==> src/rtl/menu_ram_seq_if.sv <==
// menu_ram_seq_if: SDRAM controller and host word-port signals for the menu RAM sequencer.
interface menu_ram_seq_if;
    logic        sdram_ready;
    logic [15:0] sdram_dout;
    logic [26:0] sdram_addr;
    logic [15:0] sdram_din;
    logic        sdram_we;
    logic        sdram_rd;
    logic [15:0] cfg;
    logic        clear_done;
    logic        host_req;
    logic        host_we;
    logic [26:0] host_addr;
    logic [15:0] host_din;
    logic [15:0] host_dout;
    logic        host_ack;
    modport slave (
        input  sdram_ready, sdram_dout, host_req, host_we, host_addr, host_din,
        output sdram_addr, sdram_din, sdram_we, sdram_rd, cfg, clear_done, host_dout, host_ack
    );
    modport master (
        output sdram_ready, sdram_dout, host_req, host_we, host_addr, host_din,
        input  sdram_addr, sdram_din, sdram_we, sdram_rd, cfg, clear_done, host_dout, host_ack
    );
endinterface

==> src/rtl/menu_ram_seq.sv <==
// menu_ram_seq: probes SDRAM size with aliasing markers, zero-clears the detected range,
// and interleaves host word accesses with the clear at command boundaries.
module menu_ram_seq #(
    parameter int CLR_GAP = 32
) (
    input logic           clk_sys,
    input logic           RESET,
    menu_ram_seq_if.slave bus
);
    typedef enum logic [3:0] {IDLE_INIT, W0, W1, W2, W3, R0, R1, R2, SEL, CLEAR, RUN} state_t;
    typedef enum logic [1:0] {P_IDLE, P_STB, P_GAP, P_WAIT} phase_t;

    state_t      state_q, state_d;
    phase_t      phase_q, phase_d;
    logic [26:0] addr_q, addr_d, clr_ptr_q, clr_ptr_d, last_addr, probe_addr;
    logic [15:0] din_q, din_d, cfg_q, cfg_d, hdout_q, hdout_d, probe_data;
    logic [7:0]  gap_q, gap_d;
    logic        we_q, we_d, rd_q, rd_d, host_q, host_d, hwe_q, hwe_d, clear_done_q, clear_done_d;
    logic        boundary, done, probe, probe_we, serve, host_go, clr_go, probe_go, issue;
    logic        clr_last, clr_finish, ack;

    assign boundary   = phase_q == P_IDLE && bus.sdram_ready;
    assign done       = phase_q == P_WAIT && bus.sdram_ready;
    assign probe      = state_q inside {W0, W1, W2, W3, R0, R1, R2};
    assign probe_we   = state_q inside {W0, W1, W2, W3};
    assign serve      = state_q == CLEAR || state_q == RUN;
    assign host_go    = boundary && serve && bus.host_req;
    assign clr_go     = boundary && state_q == CLEAR && !bus.host_req && gap_q == 8'd0;
    assign probe_go   = boundary && probe;
    assign issue      = host_go || clr_go || probe_go;
    assign probe_addr = state_q == W0 || state_q == R0 ? 27'h4000000 :
                        state_q == W1 || state_q == R1 ? 27'h2000000 :
                        state_q == W3 ? 27'h1000000 : 27'h0;
    assign probe_data = state_q == W0 ? 16'd3128 : state_q == W1 ? 16'd2064 :
                        state_q == W2 ? 16'd1032 : state_q == W3 ? 16'd12345 : 16'd0;
    assign last_addr  = cfg_q[2] ? 27'h3FFFFFE : cfg_q[1] ? 27'h1FFFFFE : 27'h0FFFFFE;
    assign clr_last   = clr_ptr_q == last_addr;
    assign clr_finish = state_q == CLEAR && done && !host_q && clr_last;
    // An in-flight host command never acks across a reset.
    assign ack        = done && host_q && !RESET;

    assign bus.sdram_addr = addr_q;
    assign bus.sdram_din  = din_q;
    assign bus.sdram_we   = we_q;
    assign bus.sdram_rd   = rd_q;
    assign bus.cfg        = cfg_q;
    assign bus.clear_done = clear_done_q;
    assign bus.host_ack   = ack;
    assign bus.host_dout  = hdout_d;

    always_ff @(posedge clk_sys) state_q <= RESET ? IDLE_INIT : state_d;

    always_comb begin
        state_d = state_q;
        if (state_q == IDLE_INIT && bus.sdram_ready) state_d = W0;
        else if (probe && done) state_d = state_t'(state_q + 4'd1);
        else if (state_q == SEL) state_d = cfg_q[2:0] == 3'd0 ? RUN : CLEAR;
        else if (clr_finish) state_d = RUN;
    end

    always_comb begin
        phase_d = issue ? P_STB : phase_q == P_STB ? P_GAP : phase_q == P_GAP ? P_WAIT :
                  done ? P_IDLE : phase_q;
        we_d    = host_go ? bus.host_we : clr_go || (probe_go && probe_we);
        rd_d    = host_go ? !bus.host_we : probe_go && !probe_we;
        addr_d  = host_go ? bus.host_addr & ~27'd1 : clr_go ? clr_ptr_q : probe_go ? probe_addr : addr_q;
        din_d   = host_go ? bus.host_din : clr_go ? 16'd0 : probe_go ? probe_data : din_q;
        host_d  = issue ? host_go : host_q;
        hwe_d   = host_go ? bus.host_we : hwe_q;
        // The spacing counter runs regardless of host traffic.
        gap_d   = clr_go ? 8'(CLR_GAP - 1) : gap_q != 8'd0 ? gap_q - 8'd1 : gap_q;
        clr_ptr_d = state_q == CLEAR && done && !host_q && !clr_last ? clr_ptr_q + 27'd2 : clr_ptr_q;
        cfg_d     = cfg_q;
        cfg_d[2]  = state_q == R0 && done ? bus.sdram_dout == 16'd3128 : cfg_q[2];
        cfg_d[1]  = state_q == R1 && done ? bus.sdram_dout == 16'd2064 : cfg_q[1];
        cfg_d[0]  = state_q == R2 && done ? bus.sdram_dout == 16'd1032 : cfg_q[0];
        cfg_d[15] = state_q == R2 && done ? 1'b1 : cfg_q[15];
        clear_done_d = clear_done_q || (state_q == SEL && cfg_q[2:0] == 3'd0) || clr_finish;
        hdout_d = ack && !hwe_q ? bus.sdram_dout : hdout_q;
    end

    always_ff @(posedge clk_sys) begin
        if (RESET) begin
            phase_q      <= P_IDLE;
            addr_q       <= '0;
            din_q        <= '0;
            we_q         <= 1'b0;
            rd_q         <= 1'b0;
            host_q       <= 1'b0;
            hwe_q        <= 1'b0;
            gap_q        <= '0;
            clr_ptr_q    <= '0;
            cfg_q        <= '0;
            clear_done_q <= 1'b0;
            hdout_q      <= '0;
        end else begin
            phase_q      <= phase_d;
            addr_q       <= addr_d;
            din_q        <= din_d;
            we_q         <= we_d;
            rd_q         <= rd_d;
            host_q       <= host_d;
            hwe_q        <= hwe_d;
            gap_q        <= gap_d;
            clr_ptr_q    <= clr_ptr_d;
            cfg_q        <= cfg_d;
            clear_done_q <= clear_done_d;
            hdout_q      <= hdout_d;
        end
    end
endmodule
==> src/flat_wrapper.sv <==
// flat-port wrapper written by rule: the top's interface ports become plain ports
module menu_ram_seq_flat 
#(
    parameter int CLR_GAP = 32
)
  (clk_sys, RESET, bus_sdram_ready, bus_sdram_dout, bus_host_req, bus_host_we, bus_host_addr, bus_host_din, bus_sdram_addr, bus_sdram_din, bus_sdram_we, bus_sdram_rd, bus_cfg, bus_clear_done, bus_host_dout, bus_host_ack);
  menu_ram_seq_if bus_i ();
  input logic clk_sys;
  input logic RESET;
  input wire logic [$bits(bus_i.sdram_ready)-1:0] bus_sdram_ready;
  input wire logic [$bits(bus_i.sdram_dout)-1:0] bus_sdram_dout;
  input wire logic [$bits(bus_i.host_req)-1:0] bus_host_req;
  input wire logic [$bits(bus_i.host_we)-1:0] bus_host_we;
  input wire logic [$bits(bus_i.host_addr)-1:0] bus_host_addr;
  input wire logic [$bits(bus_i.host_din)-1:0] bus_host_din;
  output wire logic [$bits(bus_i.sdram_addr)-1:0] bus_sdram_addr;
  output wire logic [$bits(bus_i.sdram_din)-1:0] bus_sdram_din;
  output wire logic [$bits(bus_i.sdram_we)-1:0] bus_sdram_we;
  output wire logic [$bits(bus_i.sdram_rd)-1:0] bus_sdram_rd;
  output wire logic [$bits(bus_i.cfg)-1:0] bus_cfg;
  output wire logic [$bits(bus_i.clear_done)-1:0] bus_clear_done;
  output wire logic [$bits(bus_i.host_dout)-1:0] bus_host_dout;
  output wire logic [$bits(bus_i.host_ack)-1:0] bus_host_ack;
  assign bus_i.sdram_ready = bus_sdram_ready;
  assign bus_i.sdram_dout = bus_sdram_dout;
  assign bus_i.host_req = bus_host_req;
  assign bus_i.host_we = bus_host_we;
  assign bus_i.host_addr = bus_host_addr;
  assign bus_i.host_din = bus_host_din;
  assign bus_sdram_addr = bus_i.sdram_addr;
  assign bus_sdram_din = bus_i.sdram_din;
  assign bus_sdram_we = bus_i.sdram_we;
  assign bus_sdram_rd = bus_i.sdram_rd;
  assign bus_cfg = bus_i.cfg;
  assign bus_clear_done = bus_i.clear_done;
  assign bus_host_dout = bus_i.host_dout;
  assign bus_host_ack = bus_i.host_ack;
  menu_ram_seq #(.CLR_GAP(CLR_GAP)) u_core (.clk_sys(clk_sys), .RESET(RESET), .bus(bus_i));
endmodule
==> config.mk <==
export PLATFORM = sky130hd
export DESIGN_NAME = menu_ram_seq_flat
export DESIGN_NICKNAME = d
export VERILOG_FILES = /design/src/rtl/menu_ram_seq_if.sv /design/src/rtl/menu_ram_seq.sv /design/src/flat_wrapper.sv
export SDC_FILE = /design/constraint.sdc
export NUM_CORES = 1
export LEC_CHECK = 0
export ABC_AREA = 1
export BUFFER_PORTS_ARGS = -buffer_cell sky130_fd_sc_hd__buf_2
export CAP_MARGIN = 20
export CELL_PAD_IN_SITES_DETAIL_PLACEMENT = 0
export CELL_PAD_IN_SITES_GLOBAL_PLACEMENT = 1
export CORE_MARGIN = 4
export CORE_UTILIZATION = 26
export DETAILED_ROUTE_END_ITERATION = 7
export GPL_TIMING_DRIVEN = 0
export PLACE_DENSITY_LB_ADDON = 0.25
export SLEW_MARGIN = 20
export SYNTH_ARGS = -nofsm -noshare
export SYNTH_HDL_FRONTEND = slang
export SYNTH_SLANG_ARGS = --single-unit
==> constraint.sdc <==
create_clock -name clk_sys -period 2.7 [get_ports clk_sys]
set_input_delay 0.135 -clock clk_sys [delete_from_list [all_inputs] [get_ports clk_sys]]
set_output_delay 0.135 -clock clk_sys [all_outputs]
set_load 0.05 [all_outputs]
**Word level (Yosys, flattened, before mapping)**

Index checks and enable logic that the tools add are counted.

- Register bits after elaboration: 109

- Add/sub/neg operators: 3
- Eq/ne operators: 17
- Multiplexer cells: 29
- Reductions and logical operators: 56

Operators with widths:

| cell | number |
|---|---|
| 27-bit 2-to-1 mux | 6 |
| 16-bit 2-to-1 mux | 7 |
| 25-bit 2-to-1 mux | 2 |
| 16-bit by 12-bit == test with 1-bit output (second input constant) | 2 |
| 27-bit by 2-bit adder with 27-bit output (second input constant) | 1 |
| 27-bit == test | 1 |
| 1-bit logical AND | 23 |
| 16-bit by 11-bit == test with 1-bit output (second input constant) | 1 |
| 4-bit by 3-bit == test with 1-bit output (second input constant) | 4 |
| 14-bit 2-to-1 mux | 1 |
| 4-bit == test (second input constant) | 3 |
| 4-bit 2-to-1 mux | 3 |
| 4-bit nonzero test | 3 |
| 5-bit 2-to-1 mux | 2 |
| 3-bit nonzero test | 3 |
| 4-bit by 2-bit == test with 1-bit output (second input constant) | 2 |
| 8-bit logical NOT | 1 |
| 1-bit logical OR | 8 |
| 2-bit 2-to-1 mux | 4 |
| 8-bit nonzero test | 1 |
| 2-bit OR reduction | 4 |
| 8-bit by 1-bit subtractor with 8-bit output (second input constant) | 1 |
| 1-bit logical NOT | 7 |
| 7-bit nonzero test | 1 |
| other kinds (9) | 14 |

**Depth between registers and ports, before layout**

Gate-level depths: netlist of run 1.

- Depth after elaboration: 9
- Gate-level depth with buffers: 13
- Mapped depth without buffers: 12

**Least setup slack after synthesis of run 1**

No wires, ideal clock.

- Path type: register -> output
- Start: register u_core.phase_q[1]
- End: output bus_host_dout[0]
- Arrival: 2.636 ns
- Data required time: 2.565 ns
- Path slack: -0.071 ns
- Cell stages (with the launch flop): 10
- Buffers on the path: 1
- Cells stage by stage: dfxtp_1 ha_1 nand2_1 nor2_1 nand2_1 inv_1 clkbuf_1 or2_2 inv_1 a21oi_1

- Word-level cells in the longest chain between the ends: 6

Ends and longest elaborated chain:

| element | RTL line | text |
|---|---|---|
| from (decl) | menu_ram_seq.sv:14 | `phase_t phase_q, phase_d;` |
| from (signal assigned) | menu_ram_seq.sv:97 | `phase_q <= phase_d;` |
| 2-bit == test | menu_ram_seq.sv:23 | `assign done = phase_q == P_WAIT && bus.sdram_ready;` |
| 1-bit logical AND | menu_ram_seq.sv:23 |  |
| 1-bit logical AND (2 in a row) | menu_ram_seq.sv:40 | `assign ack = done && host_q && !RESET;` |
| named net bus_host_ack | flat_wrapper.sv:23 | `output wire logic [$bits(bus_i.host_ack)-1:0] bus_host_ack;` |
| 1-bit logical AND | menu_ram_seq.sv:79 | `hdout_d = ack && !hwe_q ? bus.sdram_dout : hdout_q;` |
| 16-bit 2-to-1 mux | menu_ram_seq.sv:79 |  |
| to (decl) | flat_wrapper.sv:22 | `output wire logic [$bits(bus_i.host_dout)-1:0] bus_host_dout;` |

The timed path passes the listed nets, and every way through them passes these cells.

**Worst setup path after layout of run 1**

- Start: register u_core.phase_q[1]
- End: output bus_host_dout[10]

- Word-level cells in the longest chain between the ends: 6

Ends and longest elaborated chain:

| element | RTL line |
|---|---|
| 2-bit == test | menu_ram_seq.sv:23 |
| 1-bit logical AND | menu_ram_seq.sv:23 |
| 1-bit logical AND (2 in a row) | menu_ram_seq.sv:40 |
| 1-bit logical AND | menu_ram_seq.sv:79 |
| 16-bit 2-to-1 mux | menu_ram_seq.sv:79 |

Every way passes these cells.

==> results by group, run 1 <==
Outcome
  – Status: finished, final reports clean

Clock network
  – CTS tree: yes
  – Bufs on Longest Clock Path: 2
  – CTS clock-pin slew for the worst setup and hold paths: 0.07 ns
  – H-tree levels: 3
  – Clock Sinks: 107
  – Post-CTS Hold Fix Bufs: 0
  – Root buffer cell: clkbuf_16
  – Post-CTS Setup Inserts: 0
  – Post_cts resized: 0
  – Inserted Clock Buffers: 9
  – Insertion delay to the later sink of the worst-skew pair: 0.36 ns

Synthesis
  – Count leader, synth: nand2_1
  – #FFs+latches synth: 107
  – Post-synth top flop: dfxtp_1
  – Mapped Cells: 844
  – Mapped Avg Cell Area: 6.77 um^2
  – Synth cell count leaders: nand2_1 (220), dfxtp_1 (107), nor2_1 (105)
  – Post-Syn Area: 5720 um^2
  – Largest cells by area after synthesis: dfxtp_1 (37%), nand2_1 (14%), a21oi_1 (7.2%), nor2_1 (6.9%), inv_1 (5.4%)
  – Synth area leader: dfxtp_1
  – Post-synth ARST share: 0
  – EDFF count, synth: 0
  – Post-synthesis sequential area ratio: 0.375
  – Ys Warns: 0
  – Synth top area share: 0.375
  – Post-synthesis cell type count: 37

Global routing
  – Initial antenna violation count: 1
  – Tot GR Track Use: 0.149
  – Total congestion overflow: 0
  – Vias in the first global route: 5268
  – Largest net degree at the start of global routing: 18
  – First-pass GRT wire length: 28700 um

Drt
  – Drt pass-1 iters: 5
  – WL per Instance: 14.4 um
  – DRT Wirelength: 18300 um
  – Initial detailed-routing violation count: 385
  – Via count: 5657
  – Post-route ant nets: 0
  – Drt via density: 4.44
  – Drc violations: 0

Timing
  – RSZ-0062 raised after global routing: no
  – Worst Clk Skew: 0.0133 ns
  – Min cycle time layout: 2.46 ns
  – Count of final setup violators: 0
  – Fin. Hold Viols: 0
  – Fmax: 407 MHz
  – Worst-Margin Slew: 0.674 ns
  – Slew Limit Headroom: 0.551
  – Final period utilization: 0.909
  – Final setup TNS: 0 ns
  – Final Slew Violations: 0

Placed design
  – Gpl congestion: 0.840
  – PortBufs: 127
  – DP HPWL: 14400 um
  – Placed cell count: 1258
  – Post-placement cell area: 6800 um^2

Power and ir drop
  – Pwr/cell area: 573 nW/um^2
  – Pleak: 3.22 nW
  – Pwr Total: 0.00407 W
  – Max VDD drop: 357 uV

Setup path
  – Maximum fanout along the worst path: 10
  – CP arrival: 2.32 ns
  – Critical path class: reg -> out
  – Req. time, crit path: 2.57 ns
  – Crit end category: output pin
  – Critical path startpoint category: flop

Die
  – Io pins: 143
  – DIE AREA: 24400 um^2
  – Die W: 156 um
  – Row cnt: 53
  – Core ar.: 21400 um^2
  – Die Y: 156 um
  – Initial Util: 0.268

Cells and area
  – Share of layout cells above drive strength 1: 0.238
  – Final instance area: 7100 um^2
  – FF/Latch Area: 2140 um^2
  – Layout Nets: 1068
  – Filler cells: 2396
  – Ant diodes: 0
  – Final core utilization: 0.333
  – Layout Cells excl Fill: 1274
  – Area of the multi-input gates: 3050 um^2
  – Area Overhead vs Synth: 24.2%

Job
  – Max-Cap Viols: 0

Min path
  – Hold WC Path Type: in -> reg
## cell type report
| cell class | instances | share of cell area |
|---|---|---|
| plain buffers | 45 | 0.0391 |
| clock buffers | 11 | 0.0342 |
| clock inverters | 5 | 0.00846 |
| inverters | 92 | 0.0493 |
| multi-input cells | 612 | 0.429 |
| flip-flops and latches | 107 | 0.302 |
| well taps | 275 | 0.0484 |
| repair buffers | 127 | 0.0895 |
## final timing paths
| path | from | to | slack [ns] | depth (start not counted) |
|---|---|---|---|---|
| worst max-delay path | u_core.phase_q[1] | bus_host_dout[10] | 0.24 | 9 |
| worst min-delay path | bus_host_din[7] | u_core.bus.sdram_din[7] | 0.02 | 3 |
| worst max register to register | u_core.state_q[0] | u_core.bus.sdram_addr[11] | 0.52 | 10 |
| worst min register to register | u_core.hwe_q | u_core.hwe_q | 0.46 | 2 |
## critical path, cell delays in order (launching register included)
cell	delay [ns]
dfxtp_1	0.40
ha_1	0.16
nand2_1	0.16
nor2_1	0.18
nand2_1	0.06
inv_1	0.09
buf_2	0.21
buf_2	0.35
a21oi_2	0.11
buf_2	0.22
## sequential cells by signal (all words and copies together), names as in the netlist, 2 cells and up
| register | count |
|---|---|
| u_core.bus.sdram_addr | 26 |
| u_core.hdout_q | 16 |
| u_core.phase_q | 2 |
| u_core.bus.sdram_din | 16 |
| u_core.clr_ptr_q | 26 |
| u_core.state_q | 4 |
| u_core.bus.cfg | 4 |
| u_core.gap_q | 8 |
## metal layers
| layer | global-route usage | part of all wire |
|---|---|---|
| met4 | 0.0360 | 0.011 |
| met2 | 0.222 | 0.42 |
| met1 | 0.218 | 0.52 |
| met3 | 0.0337 | 0.055 |
| met5 | 0 | 0.00071 |
## stage by stage
step           hold slack (ns)  setup WS [ns]
2_1_floorplan            0.283          0.151
6_report                0.0199          0.245
3_5_place_dp             0.392          0.526
4_1_cts                0.00441          0.149
5_1_grt                 0.0212         0.0179
3_3_place_gp             0.397          0.567
## placed cells by master, fill, tap and decap left out, drive strengths merged, types with 22 or more instances in the layout
cell type  instances
o21ai             42
clkbuf            22
nand2            226
dfxtp            107
inv               93
nand3             41
a21oi             82
buf              161
nor2             113
## kinds of logic (layout without fill, tap and decap cells)
family          Yosys count  after routing  share of synthesized area
flops                   107            107                      0.375
buf+inv                 137            280                      0.110
fa+ha+maj                10             10                     0.0219
simple gates            416            416                      0.316
other cells               1             13                   0.000656
xor+xnor                 18             18                     0.0276
compound gates          155            155                      0.149
## where the power goes
group          internal (W)  switching (W)  total (W)  leakage [nW]
logic              0.000289       0.000639   0.000928          2.20
registers           0.00168      0.0000650    0.00175         0.866
clock network      0.000750       0.000645    0.00139         0.146
total               0.00272        0.00135    0.00407          3.22
No activity file was read; power rests on OpenSTA's default activity.
==> run 2: changes to the inputs <==
Clock period 2.7 ns to 2.4 ns, I/O delays scaled along.
==> run 2 against run 1 <==
  * Global-route usage barely moved
  * Flip-flop and latch count did not move
  * Register-to-register slack got worse by 0.22 ns
  * First-iteration DRC count fell by 18%
  * Hold slack got worse by 0.0058 ns
  * Critical path depth did not move
  * Cell count did not move
  * Clock skew fell by 0.0032 ns
  * Power rose by 12%
  * Design area rose by 0.51%
  * Via count fell by 2.4%
  * Largest power group unchanged
==> results by group, run 2 (synthesis results as in run 1) <==
Outcome
  – Status: finished, final reports clean

Cells and area
  – FF/Latch Area: 2140 um^2
  – Share of layout cells above drive strength 1: 0.240
  – Ant diodes: 0
  – Filler cells: 2417
  – Commonest non-fill, non-tap cells in the layout: nand2_1 (219), buf_2 (125), dfxtp_1 (107)
  – Area Overhead vs Synth: 24.9%
  – Layout Nets: 1068
  – Area of the multi-input gates: 3050 um^2
  – Commonest non-fill, non-tap cell in the layout: nand2_1

Die
  – Row cnt: 53
  – DIE AREA: 24400 um^2
  – Die Y: 156 um
  – Io pins: 143
  – Initial Util: 0.268
  – Core ar.: 21400 um^2
  – Die W: 156 um

Global routing
  – Initial antenna violation count: 1
  – Tot GR Track Use: 0.149
  – Vias in the first global route: 5270
  – First-pass GRT wire length: 28800 um
  – Total congestion overflow: 0
  – Largest net degree at the start of global routing: 18

Power and ir drop
  – Max VDD drop: 290 uV
  – Pleak: 3.20 nW
  – Pwr/cell area: 637 nW/um^2
  – Pwr Total: 0.00455 W

Placed design
  – Gpl congestion: 0.810
  – PortBufs: 127
  – DP HPWL: 14200 um

Drt
  – Drc violations: 0
  – Met2 WL post-DR: 7490 um
  – Initial detailed-routing violation count: 317
  – DR top layer: met5
  – WL per Instance: 14.2 um
  – DRT Wirelength: 18100 um
  – Drt pass-1 iters: 4
  – Post-route ant nets: 0
  – Met1 wire length: 9450 um
  – Drt via density: 4.33
  – Met3 Wirelength: 1010 um
  – Via count: 5521

Timing
  – Final period utilization: 0.909
  – Final setup TNS: 0 ns
  – RSZ-0062 raised after global routing: no
  – Fin. Hold Viols: 0
  – Min cycle time layout: 2.18 ns
  – Count of final setup violators: 0
  – Worst-Margin Slew: 0.701 ns
  – Fmax: 458 MHz
  – Slew Limit Headroom: 0.529
  – Final Slew Violations: 0
  – Worst Clk Skew: 0.0101 ns

Setup path
  – Req. time, crit path: 2.28 ns
  – FF-to-FF Start: u_core.clr_ptr_q[1]
  – Critical path class: reg -> out
  – Reg2reg end: u_core.clr_ptr_q[15]
  – Maximum fanout along the worst path: 10
  – CP arrival: 2.06 ns
  – R2R depth: 7
  – Crit end category: output pin
  – R2R Setup Slk: 0.30 ns
  – Critical path startpoint category: flop

Clock network
  – Clock Sinks: 107
  – H-tree levels: 3
  – Bufs on Longest Clock Path: 2
  – CTS clock-pin slew for the worst setup and hold paths: 0.07 ns
  – Post-CTS Setup Inserts: 0
  – Insertion delay to the later sink of the worst-skew pair: 0.36 ns
  – CTS tree: yes
  – Inserted Clock Buffers: 9
  – Root buffer cell: clkbuf_16

Min path
  – Worst Hold End: u_core.bus.sdram_din[2]
  – Hold path cells: 3
  – Min-delay src: bus_host_din[2]
  – Hold WC Path Type: in -> reg

Job
  – Max-Cap Viols: 0
## run 2: how the worst max path moves through the flow
stage | from | end | slack [ns] | cells past startpoint
floorplan | u_core.phase_q[1] | bus_host_dout[15] | 0.11 | 8
global placement | u_core.clr_ptr_q[1] | u_core.clr_ptr_q[23] | 0.27 | 11
detailed placement | u_core.clr_ptr_q[1] | u_core.clr_ptr_q[16] | 0.29 | 11
CTS | u_core.phase_q[1] | bus_host_dout[15] | 0.01 | 9
global route | u_core.phase_q[1] | bus_host_dout[8] | 0.06 | 10
finish | u_core.phase_q[1] | bus_host_dout[15] | 0.22 | 9
## run 2: area by class of cell
type / instances / area share
multi-input combinational: 612 / 0.428
sequential: 107 / 0.300
timing repair buffer: 127 / 0.0929
inverter: 92 / 0.0491
tap: 275 / 0.0482
buffer: 45 / 0.0405
clock buffer: 10 / 0.0321
clock inverter: 6 / 0.00929
## run 2: metal layers
| layer | global-route usage | up-vias |
|---|---|---|
| met3 | 0.0321 | 8 |
| met4 | 0.0335 | 2 |
| met1 | 0.223 | 2422 |
| met2 | 0.219 | 110 |
| li1 | - | 2979 |
| met5 | 0 | - |
## run 2: stage by stage
step           hold WS (ns)  utilization  setup WS (ns)  instance area (um^2)  cells
4_1_cts            0.000252        0.332        0.00966                  7100   1274
3_3_place_gp          0.381        0.318          0.268                  6800   1258
3_5_place_dp          0.383        0.318          0.289                  6800   1258
6_report             0.0141        0.334          0.219                  7140   1274
5_1_grt              0.0127        0.334         0.0572                  7140   1274
2_1_floorplan         0.268            -          0.106                  5820    856
## run 2: report_power, final
| part | leakage, nW | internal [W] | switching (W) |
|---|---|---|---|
| logic | 2.20 | 0.000327 | 0.000720 |
| clock network | 0.135 | 0.000811 | 0.000721 |
| registers | 0.866 | 0.00189 | 0.0000724 |
## run 2: what timing repair did
action                                 in CTS  in global routing
endpoints found under the hold margin       0                  0
gates resized for setup                     2                 17
hold buffers                                0                  0
setup endpoints to repair                  12                 16
## run 2: critical path, cell delays in order (launching register included)
cell and delay (ns):
dfxtp_1 0.35, ha_1 0.20, nand2_2 0.15, nor2_2 0.06, nand2_1 0.05, inv_1 0.05
clkbuf_4 0.18, buf_4 0.20, a21oi_1 0.18, buf_2 0.29
==> run 3: changes to the inputs <==
Settings changed: CTS_BUF_LIST set to sky130_fd_sc_hd__clkbuf_8, SETUP_SLACK_MARGIN set to 0.02.
==> run 3 against run 2 <==
  * Clock power is 20% lower
  * Largest power group unchanged
  * Hold slack improved by 0.017 ns
  * Largest cell class unchanged
  * Flip-flop and latch count did not move
  * Critical path depth rose by 1
  * Sequential share of layout area shrank 0.46 points
  * Critical path type unchanged
==> results by group, run 3 (synthesis results as in run 1) <==
Setup path
  – Critical path startpoint category: flop
  – Slowest stage delay, CP: 0.37 ns
  – CP arrival: 2.06 ns
  – Cell breakdown of the critical path: ha_1, nand2_2, nor2_2, nand2_1, inv_1, buf_2, or2_2, inv_1, a21oi_2, buf_4
  – FF-to-FF Start: u_core.state_q[0]
  – Cell mode on critical path: inv_1
  – CP delay by family, top: buffers and inverters
  – Maximum fanout along the worst path: 10
  – Req. time, crit path: 2.28 ns
  – CP max stage cell: dfxtp_2
  – Worst Setup SP: u_core.phase_q[1]
  – Crit end category: output pin
  – Critical path class: reg -> out
  – Buf/Inv on CP: 4

Power and ir drop
  – Max VDD drop: 284 uV
  – Pleak: 3.25 nW
  – Pwr/cell area: 588 nW/um^2

Clock network
  – Inserted Clock Buffers: 9
  – Clock Sinks: 107
  – CTS clock-pin slew for the worst setup and hold paths: 0.11 ns
  – Insertion delay to the later sink of the worst-skew pair: 0.39 ns
  – Post-CTS Setup Inserts: 0
  – CTS tree: yes
  – Bufs on Longest Clock Path: 2
  – H-tree levels: 3
  – Root buffer cell: clkbuf_8

Cells and area
  – Filler cells: 2389
  – Final core utilization: 0.340
  – Commonest non-fill, non-tap cell in the layout: nand2_1
  – Share of layout cells above drive strength 1: 0.239
  – Layout Cells excl Fill: 1291
  – Ant diodes: 0
  – Final instance area: 7250 um^2
  – Area Overhead vs Synth: 26.9%
  – Layout Nets: 1086
  – Commonest non-fill, non-tap cells in the layout: nand2_1 (219), buf_2 (122), dfxtp_1 (106)

Die
  – Core ar.: 21400 um^2
  – Die W: 156 um
  – Row cnt: 53
  – DIE AREA: 24400 um^2
  – Die Y: 156 um
  – Io pins: 143
  – Initial Util: 0.268

Timing
  – Count of final setup violators: 0
  – Final setup TNS: 0 ns
  – Worst-Margin Slew: 0.688 ns
  – Slew Limit Headroom: 0.538
  – Final Slew Violations: 0
  – Setup WS post-layout: 0.225 ns
  – Fin. Hold Viols: 0
  – Final period utilization: 0.906
  – Worst Clk Skew: 0.0124 ns
  – Fmax: 460 MHz
  – Min cycle time layout: 2.18 ns
  – RSZ-0062 raised after global routing: no

Drt
  – Initial detailed-routing violation count: 244
  – Post-route ant nets: 0
  – Via count: 5650
  – WL per Instance: 14.2 um
  – Drc violations: 0
  – Drt via density: 4.38
  – Drt pass-1 iters: 5
  – DRT Wirelength: 18400 um

Job
  – Max-Cap Viols: 0

Placed design
  – Post-placement cell area: 6800 um^2
  – PortBufs: 127
  – Placed cell count: 1258
  – DP HPWL: 14200 um
  – Gpl congestion: 0.827
  – Dpl ws: 0.256 ns

Outcome
  – Status: finished, final reports clean

Global routing
  – Vias in the first global route: 5309
  – First-pass GRT wire length: 28600 um
  – Largest net degree at the start of global routing: 17
  – GR met1 Demand/Resource: 0.216
  – GR peak layer: met2
  – Tot GR Track Use: 0.148
  – Initial antenna violation count: 0
  – GR Util met3: 0.0321
  – Total congestion overflow: 0
  – M2 GR Usage: 0.221

Min path
  – Hold WC Path Type: in -> reg
  – Min-delay src: bus_sdram_dout[13]
## run 3: cell types whose count changed in the layout (fill, tap and decap cells not counted), moves of 2 or more
cell / change
buf_2: -3
buf_4: +10
clkbuf_16: -9
clkbuf_4: -8
clkbuf_8: +12
clkinvlp_4: -2
dlygate4sd3_1: +18
## run 3: stage by stage
stage / hold WS [ns] / power (W)
global route: 0.0224 / 0.00453
CTS: 0.00472 / 0.00434
detailed placement: 0.381 / 0.00305
finish: 0.0312 / 0.00426
floorplan: 0.268 / 0.00279
global placement: 0.380 / 0.00305
## run 3: path summary, 6_finish.rpt
path	depth (start not counted)	slack, ns	to
worst min register to register	2	0.46	u_core.hwe_q
worst max-delay path	10	0.22	bus_host_dout[4]
worst min-delay path	3	0.03	u_core.hdout_q[13]
worst max register to register	10	0.23	u_core.bus.sdram_addr[1]
## run 3: worst register-to-register path, cell delays in order, from the launching register on
cell     delay, ns
dfxtp_1       0.45
inv_1         0.09
ha_1          0.27
o21ai_2       0.37
nand3_4       0.17
nand2_2       0.14
nand2_4       0.10
inv_4         0.12
buf_4         0.20
nand2_1       0.07
a21oi_1       0.11
## run 3: final cells by class
class / instances / area [um^2] / area share
repair buffers: 145 / 851 / 0.117
clock inverters: 3 / 46.3 / 0.00638
clock buffers: 12 / 165 / 0.0228
multi-input cells: 612 / 3060 / 0.422
well taps: 275 / 344 / 0.0474
inverters: 92 / 350 / 0.0483
plain buffers: 45 / 293 / 0.0404
flip-flops and latches: 107 / 2140 / 0.295
## run 3: power by group
| part | internal (W) | switching [W] | total, W |
|---|---|---|---|
| Clock | 0.000566 | 0.000664 | 0.00123 |
| Sequential | 0.00190 | 0.0000706 | 0.00197 |
| Combinational | 0.000346 | 0.000720 | 0.00107 |
## run 3: per-layer routing
layer	part of all wire	routed length, um	vias up
met2	0.42	7710	134
met3	0.053	976	12
met1	0.52	9500	2512
li1	-	-	2992
met5	0	0	-
met4	0.0096	176	0
## run 3: repair_timing
item / CTS / global route
setup endpoints to repair: 16 / 20
endpoints found under the hold margin: 18 / 0
pin swaps: 0 / 0
gates resized for setup: 15 / 9
hold buffers: 18 / 0
cloned: 0 / 0
